`src/rtl/fetch_queue.sv`:
```
// fetch_queue: instruction fetch FIFO between I-mem response and decode, with one-cycle flush.
// Optional combinational empty-queue bypass enabled by defining FETCH_QUEUE_BYPASS_EN.
`default_nettype none

module fetch_queue #(
  parameter int DEPTH = 4
) (
  input  logic                     clk,
  input  logic                     resetn,
  input  logic                     flush,
  input  logic                     in_valid,
  output logic                     in_ready,
  input  logic [63:0]              in_pc,
  input  logic [31:0]              in_instr,
  input  logic                     in_fault,
  output logic                     out_valid,
  input  logic                     out_ready,
  output logic [63:0]              out_pc,
  output logic [31:0]              out_instr,
  output logic                     out_fault,
  output logic [$clog2(DEPTH):0]   count
);

  localparam int AW = $clog2(DEPTH);
  localparam int CW = AW + 1;
  localparam logic [CW-1:0] C_FULL = CW'(DEPTH);
  localparam logic [31:0]   C_NOP  = 32'h0000_0013;

  logic [63:0]   r_pc_mem    [DEPTH];
  logic [31:0]   r_instr_mem [DEPTH];
  logic          r_fault_mem [DEPTH];
  logic [AW-1:0] r_wptr;
  logic [AW-1:0] r_rptr;
  logic [CW-1:0] r_count;

  logic          w_empty;
  logic          w_valid;
  logic          w_enq;
  logic          w_deq;
  logic [63:0]   w_head_pc;
  logic [31:0]   w_head_instr;
  logic          w_head_fault;

  assign w_empty  = (r_count == '0);
  assign in_ready = (r_count != C_FULL);

`ifdef FETCH_QUEUE_BYPASS_EN
  logic w_bypass;
  assign w_bypass     = w_empty && in_valid && !flush;
  assign w_valid      = (!w_empty || in_valid) && !flush;
  assign w_head_pc    = w_empty ? in_pc    : r_pc_mem[r_rptr];
  assign w_head_instr = w_empty ? in_instr : r_instr_mem[r_rptr];
  assign w_head_fault = w_empty ? in_fault : r_fault_mem[r_rptr];
  // A bypassed word consumed this cycle never touches storage.
  assign w_enq        = in_valid && in_ready && !flush && !(w_bypass && out_ready);
  assign w_deq        = !w_empty && w_valid && out_ready;
`else
  assign w_valid      = !w_empty && !flush;
  assign w_head_pc    = r_pc_mem[r_rptr];
  assign w_head_instr = r_instr_mem[r_rptr];
  assign w_head_fault = r_fault_mem[r_rptr];
  assign w_enq        = in_valid && in_ready && !flush;
  assign w_deq        = w_valid && out_ready;
`endif

  // Decode sees a canonical NOP whenever nothing valid is presented.
  assign out_valid = w_valid;
  assign out_pc    = w_valid ? w_head_pc    : 64'd0;
  assign out_instr = w_valid ? w_head_instr : C_NOP;
  assign out_fault = w_valid ? w_head_fault : 1'b0;
  assign count     = r_count;

  always_ff @(posedge clk) begin
    if (w_enq) begin
      r_pc_mem[r_wptr]    <= in_pc;
      r_instr_mem[r_wptr] <= in_instr;
      r_fault_mem[r_wptr] <= in_fault;
    end
  end

  always_ff @(posedge clk or negedge resetn) begin
    if (!resetn) begin
      r_wptr  <= '0;
      r_rptr  <= '0;
      r_count <= '0;
    end else if (flush) begin
      r_wptr  <= '0;
      r_rptr  <= '0;
      r_count <= '0;
    end else begin
      if (w_enq) r_wptr <= r_wptr + AW'(1);
      if (w_deq) r_rptr <= r_rptr + AW'(1);
      case ({w_enq, w_deq})
        2'b10:   r_count <= r_count + CW'(1);
        2'b01:   r_count <= r_count - CW'(1);
        default: r_count <= r_count;
      endcase
    end
  end

endmodule

`default_nettype wire
```
`config.mk`:
```
export PLATFORM = sky130hd
export DESIGN_NAME = fetch_queue
export DESIGN_NICKNAME = d
export VERILOG_FILES = /design/src/rtl/fetch_queue.sv
export SDC_FILE = /design/constraint.sdc
export NUM_CORES = 1
export LEC_CHECK = 0
export CORE_UTILIZATION = 63
export CTS_CLUSTER_DIAMETER = 60
export DETAILED_ROUTE_END_ITERATION = 6
export DONT_BUFFER_PORTS = 1
export PLACE_DENSITY = 0.79
export SLEW_MARGIN = 10
export SYNTH_ARGS = -nofsm -noshare
export SYNTH_HDL_FRONTEND = slang
export SYNTH_SLANG_ARGS = --single-unit
```
`constraint.sdc`:
```
create_clock -name clk -period 4.1 [get_ports clk]
set_input_delay 0.82 -clock clk [delete_from_list [all_inputs] [get_ports clk]]
set_output_delay 0.82 -clock clk [all_outputs]
set_load 0.01 [all_outputs]
```
==> results.md <==
- TritonRoute pass-1 iters: 4
- Post-synthesis async set-or-reset flop share: 1.772%
- Slew Limit Fails: 0
- Syn Inst Count: just under 700
- Root buffer cell: clkbuf_16
- Routed vias/inst: 6.216
- Top layer in use: met4
- Worst r2r path cells: 4
- Count leader, synth: edfxtp_1
- CP max FO: 29
- Post-Syn Nets: 785
- Port bufs: 0
- Sequential-to-total area share from yosys stat: 78.06%
- Critical path launch point type: register
- Final setup fails: 0
- Top post-synthesis cells by area: edfxtp_1 (77%), mux4_2 (14%), and2_1 (4.0%), dfrtp_1 (1.2%), clkbuf_1 (0.50%)
- Distinct cells, synth: 36
- Min-Delay Endpoint: r_rptr[1]
- Post-synth top cells: edfxtp_1 (388), and2_1 (98), mux4_2 (97)
- Nets: approximately 800
- R2R Path End: r_pc_mem[0][47]
- DRC errors left: 0
- Cell Rows: 56
- CTS resizes: 0
- #FFs+latches synth: roughly 400
- Post-synth EDFFs: around 390
- Met1 wire length: a little under 10 mm
- Reg2Reg Setup Slack: roughly 1.5 ns
- YS warnings: 0
- Number of diodes: 0
- Max frequency: 0.3014 GHz
- Critical setup path kind: register to output port
- # IOs: 204
- Critical path capture point type: output port
- Slew @ Worst Pin: approximately 0.8 ns
- Yosys top cell area share: 76.91%
- Power Dens Cells: 544.9 mW/mm^2
- Worst skew pair latency: 0.52 ns
- Yosys top cell by area: edfxtp_1
- Setup_tns: 0 ns
- Critical Path RT: 3.28 ns
- Hold Path Depth: 1
- Clk buf depth: 3
- Die Width: 157.1 um
- Min-delay worst type: primary input to register
- Peak VDD IR: between 0.4 and 0.5 mV
- Worst Clk Skew: ~0.023 ns
- Starting density of the core: between 60 and 70%
- First-pass GRT wire length: 40.10 mm
- TritonCTS Sinks: 395
- CTS Buf Count: 39
- GRT Residual Overflow: 0
- RR Startpoint: count[0]
- Hold path startpoint: flush
- Detailed-route via count: about 6500
- P_leak: 5.336 nW
- GRT Overall Usage: 22.41%
- WL per Instance: 25.63 um
- Antenna Nets Post-Route: 0
- Initial antenna violation count: 0
- Pre-CTS setup slack: between 1 and 1.5 ns
- DR iter-0 viols: 416
- WP data arrival: 2.50 ns
- Vias in the first global route: 6925
- Placed cells: 974
- RSZ-0062 raised after global routing: no
- H-tree levels: 2
- Share of cells above drive strength 1: 24.76%
- CORE AREA: 0.02354 mm^2
- Met2 routed WL: 13.85 mm
- Period utilization: around four fifths
- Non-filler cells in the finished layout: roughly 1000
- RePlAce Congestion: 0.7207
- Die area: roughly 0.025 mm^2
- Final Util: 72.23%
- CTS tree: yes
- Top FF cell, synth: edfxtp_1
- Final hold violation count: 0
- Met3 wire len: approximately 2.5 mm
- Relative slew slack: 45.49%
- Area growth syn-to-layout: 12.24%
- Avg Cell Area, Syn: around 22 um^2
- Die Y: 157.1 um
- HPWL after detailed placement: roughly 15 mm
- Final min period: 3.318 ns
- Status: finished, final reports clean
- Worst setup margin: a little under 0.8 ns
- Max-Cap Viols: 0
- Cell area after synthesis: 0.01515 mm^2
- Detailed Route WL: 26.81 mm
- Clock transition at the registers of the reported paths: approximately 0.060 ns
- Largest net degree at the start of global routing: 77
## per-stage QoR
step,instance area (um^2),power [W],hold WS [ns]
after global routing,17000,0.009554,0.3391
final,17000,0.009265,0.3684
after global placement,15570,0.005473,0.5254
after detailed placement,15570,0.005500,0.5253
after floorplan,15150,0.005342,0.5244
after CTS,17000,0.009363,0.3459
## how the worst max path moves through the flow
stage / start / endpoint
after floorplan: in_valid / r_fault_mem[2]
after global placement: r_rptr[0] / out_instr[17]
after detailed placement: r_rptr[0] / out_instr[15]
after CTS: r_rptr[0] / out_instr[6]
after global routing: r_rptr[0] / out_instr[21]
final: r_rptr[0] / out_instr[11]
## timing repair
item / 4_1_cts / 5_1_grt
hold buffers: 1 / 0
buffers inserted: 0 / 0
hold endpoints to repair: 7 / 0
## layout by cell type, fill, tap and decap left out, types with 3 or more instances in the layout
cell type / instances
edfxtp_1: 388
mux4_2: 97
and2_1: 94
clkbuf_16: 40
bufinv_16: 10
buf_4: 8
clkinv_1: 7
buf_12: 6
nand2_1: 5
dfrtp_1: 5
or3_1: 4
and2_4: 4
o21ai_0: 4
nor2_1: 4
ha_1: 4
inv_6: 4
clkbuf_1: 4
clkinv_2: 4
inv_1: 3
nand2b_1: 3
## registers in the layout (all words and copies together) (netlist names)
| register | count |
|---|---|
| r_wptr | 2 |
| count | 3 |
| r_rptr | 2 |
| r_pc_mem | 256 |
| r_fault_mem | 4 |
| r_instr_mem | 128 |
## power breakdown
| group | switching, W | internal (W) | leakage, nW |
|---|---|---|---|
| Combinational | 0.000378 | 0.000359 | 1.03 |
| Sequential | 0.0000835 | 0.00459 | 3.61 |
| Clock | 0.00143 | 0.00243 | 0.691 |
## metal layers
layer / up-vias / global-route usage [%]
li1: 2799 / -
met1: 3423 / 27.02
met2: 236 / 37.74
met3: 44 / 8.287
met4: 0 / 7.258
met5: - / 0
## area by class of cell
| class | instances | area, um^2 |
|---|---|---|
| Timing Repair Buffer | 15 | 190.2 |
| Fill cell | 1347 | 6539 |
| Clock inverter | 27 | 405.4 |
| Inverter | 3 | 11.26 |
| Clock buffer | 44 | 1016 |
| Tap cell | 319 | 399.1 |
| Multi-Input combinational cell | 243 | 3148 |
| Sequential cell | 395 | 11830 |
## critical path, cell delays in order, from the launching register on
cell	delay, ns
dfrtp_4	0.78
buf_4	0.41
mux4_2	0.56
and2_1	0.21
## logic make-up (layout without fill, tap and decap cells)
group / count (synthesis) / count (layout) / synth area share (%)
DFF: 395 / 395 / 78.06
and+or+nand+nor: 124 / 124 / 5.022
muxes: 97 / 97 / 14.42
buffers and inverters: 40 / 89 / 1.255
AOI/OAI and AO/OA: 14 / 14 / 0.6030
adders and majority gates: 5 / 5 / 0.4625
xor gates and xnor gates: 3 / 3 / 0.1735
Power figures use the tool's default switching activity.
